`src/rtl/axi4lite_rd_arbiter.sv`:
```
// ---------------------------------------------------------------------------
// axi4lite_rd_arbiter
//
// Two-master, one-slave AXI4-Lite read-channel arbiter. Master 0 (instruction
// fetch) and master 1 (LSU load path) share a single SRAM read port. Requests
// are serialised with round-robin priority and only one transaction is in
// flight at a time. The response is routed back to the master that was granted.
//
// Ports
//   clk, rst          : single clock, synchronous active-high reset
//   m0_* (AR/R)       : IFU read channel   (arvalid/araddr/arready,
//                                           rvalid/rdata/rresp/rready)
//   m1_* (AR/R)       : LSU read channel   (same signals as m0_*)
//   s_*  (AR/R)       : SRAM read channel  (arvalid/araddr/arready,
//                                           rvalid/rdata/rresp/rready)
// ---------------------------------------------------------------------------
module axi4lite_rd_arbiter #(
    parameter int DATA_WIDTH = 32,
    parameter int ADDR_WIDTH = 32
) (
    input  logic                  clk,
    input  logic                  rst,

    input  logic                  m0_arvalid,
    input  logic [ADDR_WIDTH-1:0] m0_araddr,
    output logic                  m0_arready,
    output logic                  m0_rvalid,
    output logic [DATA_WIDTH-1:0] m0_rdata,
    output logic [1:0]            m0_rresp,
    input  logic                  m0_rready,

    input  logic                  m1_arvalid,
    input  logic [ADDR_WIDTH-1:0] m1_araddr,
    output logic                  m1_arready,
    output logic                  m1_rvalid,
    output logic [DATA_WIDTH-1:0] m1_rdata,
    output logic [1:0]            m1_rresp,
    input  logic                  m1_rready,

    output logic                  s_arvalid,
    output logic [ADDR_WIDTH-1:0] s_araddr,
    input  logic                  s_arready,
    input  logic                  s_rvalid,
    input  logic [DATA_WIDTH-1:0] s_rdata,
    input  logic [1:0]            s_rresp,
    output logic                  s_rready
);

    typedef enum logic [1:0] {
        IDLE = 2'd0,
        REQ  = 2'd1,
        WAIT = 2'd2
    } state_t;

    state_t                state;
    logic                  owner;
    logic                  last;
    logic [ADDR_WIDTH-1:0] addr_q;

    logic                  any_req;
    logic                  win;
    logic                  grant;
    logic                  in_wait;
    logic                  r_hs;

    // Round-robin: on a tie the master that was not served last wins.
    always_comb begin
        any_req = m0_arvalid | m1_arvalid;
        if (m0_arvalid && m1_arvalid) begin
            win = ~last;
        end else begin
            win = m1_arvalid;
        end
    end

    // Every handshake output is gated by rst so nothing leaks while resetting.
    assign grant      = !rst && (state == IDLE) && any_req;
    assign in_wait    = !rst && (state == WAIT);

    assign m0_arready = grant && !win;
    assign m1_arready = grant && win;

    assign s_arvalid  = !rst && (state == REQ);
    // The SRAM samples the address when its delay expires, so the address is
    // held for the whole transaction rather than only during AR.
    assign s_araddr   = addr_q;

    // Response forwarding is purely combinational in both directions.
    assign m0_rvalid  = in_wait && !owner && s_rvalid;
    assign m1_rvalid  = in_wait &&  owner && s_rvalid;
    assign s_rready   = in_wait && (owner ? m1_rready : m0_rready);
    assign r_hs       = s_rvalid && s_rready;

    assign m0_rdata   = s_rdata;
    assign m1_rdata   = s_rdata;
    assign m0_rresp   = s_rresp;
    assign m1_rresp   = s_rresp;

    always_ff @(posedge clk) begin
        if (rst) begin
            state  <= IDLE;
            owner  <= 1'b0;
            last   <= 1'b1;   // m0 wins the first tie after reset
            addr_q <= '0;
        end else begin
            case (state)
                IDLE: begin
                    if (any_req) begin
                        owner  <= win;
                        addr_q <= win ? m1_araddr : m0_araddr;
                        state  <= REQ;
                    end
                end
                REQ: begin
                    if (s_arready) begin
                        state <= WAIT;
                    end
                end
                WAIT: begin
                    if (r_hs) begin
                        last  <= owner;
                        state <= IDLE;
                    end
                end
                default: begin
                    state <= IDLE;
                end
            endcase
        end
    end

endmodule

```
`config.mk`:
```
export PLATFORM = sky130hd
export DESIGN_NAME = axi4lite_rd_arbiter
export DESIGN_NICKNAME = d
export VERILOG_FILES = /design/src/rtl/axi4lite_rd_arbiter.sv
export SDC_FILE = /design/constraint.sdc
export NUM_CORES = 1
export LEC_CHECK = 0
export CORE_MARGIN = 2
export CORE_UTILIZATION = 27
export CTS_CLUSTER_DIAMETER = 60
export DETAILED_ROUTE_END_ITERATION = 7
export PLACE_DENSITY = 0.89
export RECOVER_POWER = 100
export SYNTH_ARGS = -nofsm -noshare
export SYNTH_HDL_FRONTEND = slang
export SYNTH_SLANG_ARGS = --single-unit
```
`constraint.sdc`:
```
create_clock -name clk -period 1.5 [get_ports clk]
set_input_delay 0.225 -clock clk [delete_from_list [all_inputs] [get_ports clk]]
set_output_delay 0.225 -clock clk [all_outputs]
set_load 0.05 [all_outputs]
```
# After elaboration in Yosys (flattened, before gate mapping)
# Cells that the tools add are included.
[word_totals] reg_bits=36 latch_bits=0 ram_bits=0 mem_bits_ro=0 in_bits=106 output_inout_bits=106 wordCells=38 memories=0
[classes] addsub=0 multipliers=0 n_div=0 order_cmp=0 eq_ne=5 shift=0 n_mux=7 bitwise=2 reduce_logical=20
[op_table] operator="32-bit 2-to-1 mux" count=1
[op_table] operator="1-bit logical AND" count=13
[op_table] operator="2-bit 2-to-1 mux" count=3
[op_table] operator="2-bit inequality test (second input constant)" count=3
[op_table] operator="2-bit case mux with 3 select lines" count=1
[op_table] operator="2-bit AND reduction" count=2
[op_table] operator="1-bit zero test" count=3
[op_table] operator="3-bit AND reduction" count=1
[op_table] operator="2-bit by 1-bit == test with 1-bit output (second input constant)" count=1
[op_table] operator="2-bit == test (second input constant)" count=1
[op_table] operator="2-bit zero test" count=1
[op_table] operator="1-bit 2-to-1 mux" count=2
[op_table] operator="1-bit inverter" count=1
[op_table] operator="1-bit bitwise OR" count=1

# Depth between registers and ports, before layout
# Gate-level depths: netlist of the first run.
[logic_depth] depth_word=6 mapped_depth=6 depth_no_buf=3

# Worst setup path before layout of the first run
# No wires, ideal clock.
[synth_timing] kind="reg-to-output" from="reg owner" to="out s_rready" arrival_ns=2.115 t_required_ns=1.275 setup_slack_ns=-0.840 path_stages_with_launch=3 path_buffers=0 path_cell_list="dfxtp_1 > mux2i_1 > nor4b_1"
[synth_between] elab_chain_cells=2
[synth_lines] item="start, declared" line_no="56" source="logic owner;"
[synth_lines] item="start signal, assigned" line_no="109" source="owner <= win;"
[synth_lines] item="1-bit 2-to-1 mux" line_no="91" source="assign s_rready = in_wait && (owner ? m1_rready : m0_rready);"
[synth_lines] item="1-bit logical AND" line_no="91"
[synth_lines] item="end, declared" line_no="46" source="output logic s_rready"
# No other way between the ends.

# Worst setup path after layout of the first run
[layout_timing] from="reg state[1]" to="out m0_arready"
[layout_between] elab_chain_cells=4
[layout_lines] item="start, declared" line_no="55" source="state_t state;"
[layout_lines] item="start signal, assigned" line_no="101" source="state <= IDLE;"
[layout_lines] item="start signal, assigned" line_no="111" source="state <= REQ;"
[layout_lines] item="start signal, assigned" line_no="116" source="state <= WAIT;"
[layout_lines] item="2-bit zero test" line_no="77" source="assign grant = !rst && (state == IDLE) && any_req;"
[layout_lines] item="1-bit logical AND (2 in a row)" line_no="77"
[layout_lines] item="1-bit logical AND" line_no="80" source="assign m0_arready = grant && !win;"
[layout_lines] item="end, declared" line_no="26" source="output logic m0_arready,"
# No other way between the ends.

==> flow_summary.json, run 1 <==
{
  "cts.sinks": 36,
  "clk_pin_slew_ps": 70,
  "synth_top_area_frac": 0.344,
  "dpl.hpwl_um": 4240,
  "grt.total_usage": 0.133,
  "min_period_ps": 1720,
  "coreArea_um2": 7610,
  "drive_gt1_frac": 0.208,
  "relSlewSlack": 0.597,
  "power_density_nw_per_um2": 1010,
  "crit_start": "state[1]$_SDFFE_PP0P_",
  "synth_area_leader_cell": "dfxtp_1",
  "instances_no_fill": 390,
  "cts_root_buffer": "clkbuf_8",
  "max_cap_violations": 0,
  "rr_worst_depth": 7,
  "antenna_cells": 0,
  "fin_area_um2": 3030,
  "drt-total-wl_um": 5630,
  "cts_tree": "yes",
  "syn_avg_cell_area_um2": 9.12,
  "postCtsHoldBufs": 0,
  "post_drt_wl_per_cell_um": 14.4,
  "cp.required_ps": 1270,
  "slew_viol_final": 0,
  "ys_seq_area_frac": 0.344,
  "gr-total-overflow": 0,
  "setup.worst_path.end": "m0_arready",
  "violations": "setup timing",
  "critPathLaunchType": "flip-flop",
  "rsz0062_at_grt": "yes",
  "clock_latency_ps": 280,
  "p_leak_nw": 1.30,
  "io_pins": 212,
  "seq_area_um2": 722,
  "switchingPower_mw": 1.05,
  "cp-end-kind": "primary output",
  "die_x_um": 92.1,
  "p_comb_frac": 0.358,
  "setup_tns_ps": -2930,
  "p_int_mw": 2.01,
  "drt_iter0_markers": 47,
  "p_sw_frac": 0.343,
  "skew_ps": 5.20,
  "synth_most_common_cell": "buf_4",
  "r2r_end": "s_araddr[28]$_SDFFE_PP0P_",
  "crit_type": "reg2out",
  "crit_fanout": 3,
  "clockPowerShare": 0.277,
  "ys_top_cells_by_area": "dfxtp_1, buf_4, a221o_1",
  "place_area_um2": 2920,
  "min_period_over_period": 1.14,
  "postRouteAntennaNets": 0,
  "synthTopCellsByCount": "buf_4, dfxtp_1, inv_1",
  "initial_core_util": 0.276,
  "synth_fp_nets": 336,
  "ys_types": 26,
  "num-fill-cells": 778,
  "fin_ws_ps": -216,
  "pwr-share-seq": 0.365,
  "rrSetupSlack_ps": -130,
  "via_count": 1744,
  "cts_buffers": 5,
  "area.growth.synth_to_final_pct": 44.5,
  "clk_path_buf_depth": 2,
  "dp.cells": 375,
  "port-buffer-count": 109,
  "grt_pass1_vias": 1875,
  "die_h_um": 92.1,
  "synthArstFlopShare": 0,
  "first_pass_iters": 4,
  "worst_slew_pin_slew_ps": 608,
  "multi_input_area_um2": 743,
  "synth_area_um2": 2100,
  "drc": 0,
  "row_count": 32,
  "dieArea_um2": 8490,
  "setup_viol": 27,
  "crit_arrival_ps": 1490,
  "dp_slack_ps": -369,
  "fmax_ghz": 0.583,
  "hold_viol_final": 0,
  "final_net_count": 393,
  "antenna_found_initial": 0,
  "synth_cells": 230,
  "yosysWarnings": 0,
  "gp_congestion": 0.747,
  "status": "finished with violations",
  "ir_drop_mv": 0.460,
  "synth-seq-cells": 36,
  "grt_max_degree": 22,
  "synth_ff_type": "dfxtp_1",
  "htree_levels": 2,
  "synth_edf_count": 0,
  "grt_pass1_wl_um": 8950,
  "worstReg2RegStart": "state[1]$_SDFFE_PP0P_",
  "hold_path.class": "in2out",
  "viasPerCell": 4.47
}
==> worst max-delay path, stage by stage, from the launching register on <==
cell     delay (ps)
dfxtp_2         330
or3_4           410
nor3b_4         220
buf_12          130
buf_12          120
==> how the worst min path moves through the flow <==
stage	start	end	slack [ps]	depth (start not counted)
2_1_floorplan	s_arready	state[0]$_SDFFE_PP0P_	310	1
3_3_place_gp	s_araddr[18]$_SDFFE_PP0P_	s_araddr[18]$_SDFFE_PP0P_	450	1
3_5_place_dp	s_rdata[10]	m0_rdata[10]	450	0
4_1_cts	s_rdata[10]	m0_rdata[10]	450	0
5_1_grt	s_rdata[12]	m1_rdata[12]	450	0
6_report	s_rdata[12]	m0_rdata[12]	450	0
==> registers in the layout, indices dropped and copies added, names as in the netlist <==
name and cells:
owner 1, s_araddr 32, state 2, last 1
==> stage by stage <==
step	hold WS [ps]	power (mW)	util
floorplan	314	2.25	-
global placement	450	2.25	0.384
detailed placement	450	2.27	0.384
CTS	450	3.18	0.408
global route	450	3.21	0.398
finish	450	3.07	0.398
==> cells by family after synthesis <==
group / count (synthesis) / synth area share
simple gates: 35 / 0.0961
buf+inv: 106 / 0.328
compound gates: 41 / 0.175
mux: 12 / 0.0573
flops: 36 / 0.344
==> layout by cell type, fill, tap and decap left out, drive strengths merged <==
master / n
buf: 29
a221o: 21
bufinv: 1
nand2: 1
mux2i: 12
o41ai: 1
a21o: 1
o2bb2ai: 11
dfxtp: 36
nor3: 23
nor2b: 1
inv: 24
nor4b: 1
clkinv: 1
or3: 1
clkbuf: 37
a21bo: 1
nor3b: 2
or2: 1
o211ai: 2
nand3b: 2
o21ai: 1
dlymetal6s2s: 2
nand2b: 1
nor2: 2
clkdlybuf4s50: 69
a21oi: 3
dlygate4sd2: 1
==> power by group through the flow <==
stage,registers [mW],logic [mW],clock network [mW]
detailed placement,1.14,1.13,0
CTS,1.12,1.17,0.885
finish,1.12,1.10,0.849
floorplan,1.47,0.774,0
global route,1.13,1.16,0.918
global placement,1.14,1.11,0
==> final cells by class <==
type / instances / share of cell area
clock buffers: 6 / 0.0240
clock inverters: 2 / 0.0116
inverters: 24 / 0.0306
multi-input cells: 88 / 0.245
flip-flops and latches: 36 / 0.238
well taps: 102 / 0.0421
repair buffers: 132 / 0.408
==> timing repair <==
action	in CTS	in global routing
endpoints found under the setup margin	37	30
pin swaps	3	23
gates cloned	1	0
setup buffers	3	3
gates resized for setup	7	11
==> metal layers <==
metal / share of wire / track usage / vias up
li1: - / - / 846
met1: 0.37 / 0.133 / 804
met2: 0.52 / 0.249 / 76
met3: 0.090 / 0.0485 / 18
met4: 0.020 / 0.0473 / 0
met5: 0 / 0 / -
(Power assumes the default switching activity.)
==> run 2, diff against run 1 <==
SETUP_SLACK_MARGIN = 0.05   (was unset)
==> flow_summary.json, run 2 (synthesis results as in run 1) <==
{
  "gr-total-overflow": 0,
  "area.growth.synth_to_final_pct": 48.1,
  "largest_register_ffs": 32,
  "max_cap_violations": 0,
  "ir_drop_mv": 0.477,
  "relSlewSlack": 0.596,
  "clk_pin_slew_ps": 70,
  "port-buffer-count": 109,
  "final_common_cell": "clkdlybuf4s50_1",
  "crit_fanout": 3,
  "coreArea_um2": 7610,
  "dpl.hpwl_um": 4340,
  "fin_ws_ps": -211,
  "io_pins": 212,
  "first_pass_iters": 4,
  "cts_root_buffer": "clkbuf_8",
  "gp_congestion": 0.734,
  "drt-total-wl_um": 5820,
  "die_x_um": 92.1,
  "grt_max_degree": 22,
  "power_density_nw_per_um2": 965,
  "drive_gt1_frac": 0.255,
  "drt_iter0_markers": 60,
  "num-fill-cells": 741,
  "critPathLaunchType": "flip-flop",
  "clk_path_buf_depth": 2,
  "crit_arrival_ps": 1490,
  "dieArea_um2": 8490,
  "worst_slew_pin_slew_ps": 609,
  "status": "finished with violations",
  "fmax_ghz": 0.584,
  "cp.required_ps": 1270,
  "hold_viol_final": 0,
  "rsz0062_at_grt": "yes",
  "initial_core_util": 0.276,
  "hold_path.class": "in2out",
  "htree_levels": 2,
  "setup_viol": 26,
  "holdWs_ps": 450,
  "cp-end-kind": "primary output",
  "slew_viol_final": 0,
  "layout_common_cells": "clkdlybuf4s50_1, dfxtp_1, inv_1",
  "clock_latency_ps": 280,
  "dp.cells": 379,
  "cts_buffers": 5,
  "row_count": 32,
  "post_drt_wl_per_cell_um": 14.8,
  "antenna_found_initial": 0,
  "grt_pass1_vias": 1908,
  "skew_ps": 6.88,
  "violations": "setup timing",
  "min_period_over_period": 1.14,
  "grt.total_usage": 0.131,
  "viasPerCell": 4.55,
  "crit_type": "reg2out",
  "final_net_count": 396,
  "cts_tree": "yes",
  "via_count": 1784,
  "instances_no_fill": 392,
  "die_h_um": 92.1,
  "min_period_ps": 1710,
  "cts.sinks": 36,
  "p_leak_nw": 1.37,
  "grt_pass1_wl_um": 8780,
  "drc": 0,
  "antenna_cells": 0,
  "postRouteAntennaNets": 0,
  "total_power_mw": 3.00
}
run 2: changes by cell type in the layout (fill, tap and decap cells not counted), sizes merged:
cell and change:
buf +1, bufinv -1, clkdlybuf4s50 +1, clkinv -1, clkbuf +2
run 2: worst max-delay path, cell delays in order (launching register included):
cell     delay [ps]
dfxtp_1         310
or3_4           410
nor3b_4         220
buf_12          140
buf_12          120
run 2: worst paths after layout:
kind	end	cells after the start	slack [ps]	startpoint
max	m0_arready	4	-210	state[0]$_SDFFE_PP0P_
min	m0_rdata[21]	0	450	s_rdata[21]
max reg2reg	s_araddr[9]$_SDFFE_PP0P_	7	-140	state[0]$_SDFFE_PP0P_
min reg2reg	s_araddr[16]$_SDFFE_PP0P_	1	470	s_araddr[16]$_SDFFE_PP0P_
run 2: layout make-up:
| cell class | instances | area [µm²] | area share |
|---|---|---|---|
| clock buffers | 7 | 96.3 | 0.0310 |
| inverters | 24 | 90.1 | 0.0290 |
| multi-input cells | 88 | 792 | 0.255 |
| flip-flops and latches | 36 | 721 | 0.232 |
| well taps | 102 | 128 | 0.0411 |
| repair buffers | 135 | 1280 | 0.412 |
run 2: what timing repair did:
action,CTS,global route
gates cloned,0,2
setup endpoints to repair,39,37
pin swaps,3,4
buffers inserted,2,2
gates resized for setup,5,12
hold buffers,0,0
run 2: through the flow:
step	TNS (ps)	cell area, µm²	setup WS (ps)	util
2_1_floorplan	-524	2150	-224	-
3_3_place_gp	-11110	3000	-364	0.395
3_5_place_dp	-12230	3000	-381	0.395
4_1_cts	-2510	3130	-249	0.411
5_1_grt	-4810	3110	-268	0.408
6_report	-3750	3110	-211	0.408
run 2: layer usage:
layer,track usage,part of all wire,vias to the layer above
li1,-,-,845
met1,0.130,0.36,840
met2,0.233,0.53,80
met3,0.0559,0.086,19
met4,0.0622,0.023,0
met5,0,0,-
run 2: report_power, final:
group / internal [mW] / switching, mW / leakage, nW / total (mW)
logic: 0.474 / 0.650 / 1.02 / 1.12
registers: 1.06 / 0.0628 / 0.297 / 1.12
clock network: 0.409 / 0.340 / 0.0503 / 0.749
total: 1.95 / 1.05 / 1.37 / 3.00
==> run 3, diff against run 2 <==
GPL_TIMING_DRIVEN = 0   (was unset)
MAX_ROUTING_LAYER = met4   (was unset)
==> flow_summary.json, run 3 (synthesis results as in run 1) <==
{
  "grt_pass1_wl_um": 11200,
  "status": "finished with violations",
  "area.growth.synth_to_final_pct": 114,
  "dpl.hpwl_um": 5640,
  "port-buffer-count": 176,
  "hold_path.class": "in2reg",
  "io_pins": 212,
  "postRouteAntennaNets": 0,
  "dieArea_um2": 8490,
  "antenna_cells": 0,
  "top_layer": "met4",
  "rr_worst_depth": 7,
  "setup_viol": 32,
  "drt-total-wl_um": 7370,
  "crit_arrival_ps": 1600,
  "crit_fanout": 4,
  "rsz0062_at_grt": "yes",
  "setup_tns_ps": -2040,
  "dr_wl_met3_um": 538,
  "hold_viol_final": 0,
  "crit_type": "reg2out",
  "first_pass_iters": 4,
  "cts_buffers": 5,
  "initial_core_util": 0.276,
  "drc": 0,
  "cts_tree": "yes",
  "slowest_stage": "or3_4",
  "critPathLaunchType": "flip-flop",
  "htree_levels": 2,
  "antenna_found_initial": 0,
  "largest_register_ffs": 32,
  "skew_ps": 11.2,
  "r2r_end": "s_araddr[15]$_SDFFE_PP0P_",
  "place_area_um2": 4040,
  "ir_drop_mv": 0.436,
  "clock_latency_ps": 290,
  "grt_pass1_vias": 2394,
  "power_density_nw_per_um2": 831,
  "grt_max_degree": 11,
  "violations": "setup timing",
  "gr-total-overflow": 0,
  "drive_gt1_frac": 0.326,
  "slowest_delay_ps": 360,
  "cp.required_ps": 1270,
  "worstReg2RegStart": "state[0]$_SDFFE_PP0P_",
  "dp_slack_ps": -1060,
  "path_delay_family": "simple AND/OR/NAND/NOR gates",
  "clk_path_buf_depth": 2,
  "drt-met1-wl_um": 2760,
  "fin_area_um2": 4480,
  "crit_buf_inv": 3,
  "grt.total_usage": 0.169,
  "cts.sinks": 36,
  "slew_viol_final": 0,
  "total_power_mw": 3.73,
  "relSlewSlack": 0.654,
  "max_cap_violations": 0,
  "cts_root_buffer": "clkbuf_8",
  "cp-end-kind": "primary output",
  "min-delay-start": "rst",
  "layout_common_cells": "clkdlybuf4s50_1, buf_4, dfxtp_1",
  "fin_ws_ps": -322,
  "gp_congestion": 0.709,
  "clk_pin_slew_ps": 80,
  "path_cells": "or3_4 > buf_6 > nor3b_4 > buf_6 > buf_8",
  "via_count": 2323,
  "die_x_um": 92.1,
  "min_period_over_period": 1.21,
  "holdWs_ps": 135,
  "whs_endpoint": "state[1]$_SDFFE_PP0P_",
  "final_common_cell": "clkdlybuf4s50_1",
  "rrSetupSlack_ps": -90,
  "fmax_ghz": 0.549,
  "min_period_ps": 1820,
  "final_net_count": 534,
  "viasPerCell": 4.37,
  "wl_met2_um": 4010,
  "die_h_um": 92.1,
  "crit_top_cell": "buf_6",
  "row_count": 32,
  "holdPathStages": 2,
  "coreArea_um2": 7610,
  "p_leak_nw": 2.07,
  "post_drt_wl_per_cell_um": 13.9,
  "drt_iter0_markers": 49,
  "worst_slew_pin_slew_ps": 518
}
run 3: power by group:
part / switching (mW) / leakage, nW / internal, mW / total, mW
clock network: 0.341 / 0.0455 / 0.375 / 0.716
registers: 0.0668 / 0.298 / 1.06 / 1.13
logic: 1.08 / 1.73 / 0.800 / 1.88
total: 1.49 / 2.07 / 2.24 / 3.73
run 3: layout make-up:
type	count	area (µm²)
Fill cell	685	3120
Sequential cell	36	729
Clock buffer	8	90.1
Multi-Input combinational cell	88	880
Inverter	24	90.1
Tap cell	102	128
Buffer	81	654
Timing Repair Buffer	192	1910
run 3: repair_timing:
| action | 4_1_cts | 5_1_grt |
|---|---|---|
| cloned | 1 | 1 |
| gates resized for setup | 124 | 11 |
| setup buffers | 10 | 6 |
| hold buffers | 0 | 0 |
| setup endpoints to repair | 70 | 43 |
| pin swaps | 12 | 6 |
run 3: routing by layer:
metal  track usage  vias up
met5             -        -
met4        0.0435        0
met3        0.0411        8
met2         0.316      119
met1         0.177     1066
li1              -     1130
run 3: through the flow:
stage,cells,utilization
after floorplan,230,-
final,531,0.589
after global placement,508,0.531
after detailed placement,508,0.531
after global routing,531,0.589
after CTS,526,0.578
run 3: worst max-delay path by stage:
stage	from	to	slack, ps	depth (start not counted)
after floorplan	owner$_SDFFE_PP0P_	s_rready	-220	2
after global placement	m1_arvalid	m1_arready	-1050	6
after detailed placement	m1_arvalid	m1_arready	-1060	6
after CTS	state[0]$_SDFFE_PP0P_	m0_arready	-350	5
after global routing	state[0]$_SDFFE_PP0P_	m0_arready	-390	5
final	state[0]$_SDFFE_PP0P_	m0_arready	-320	5
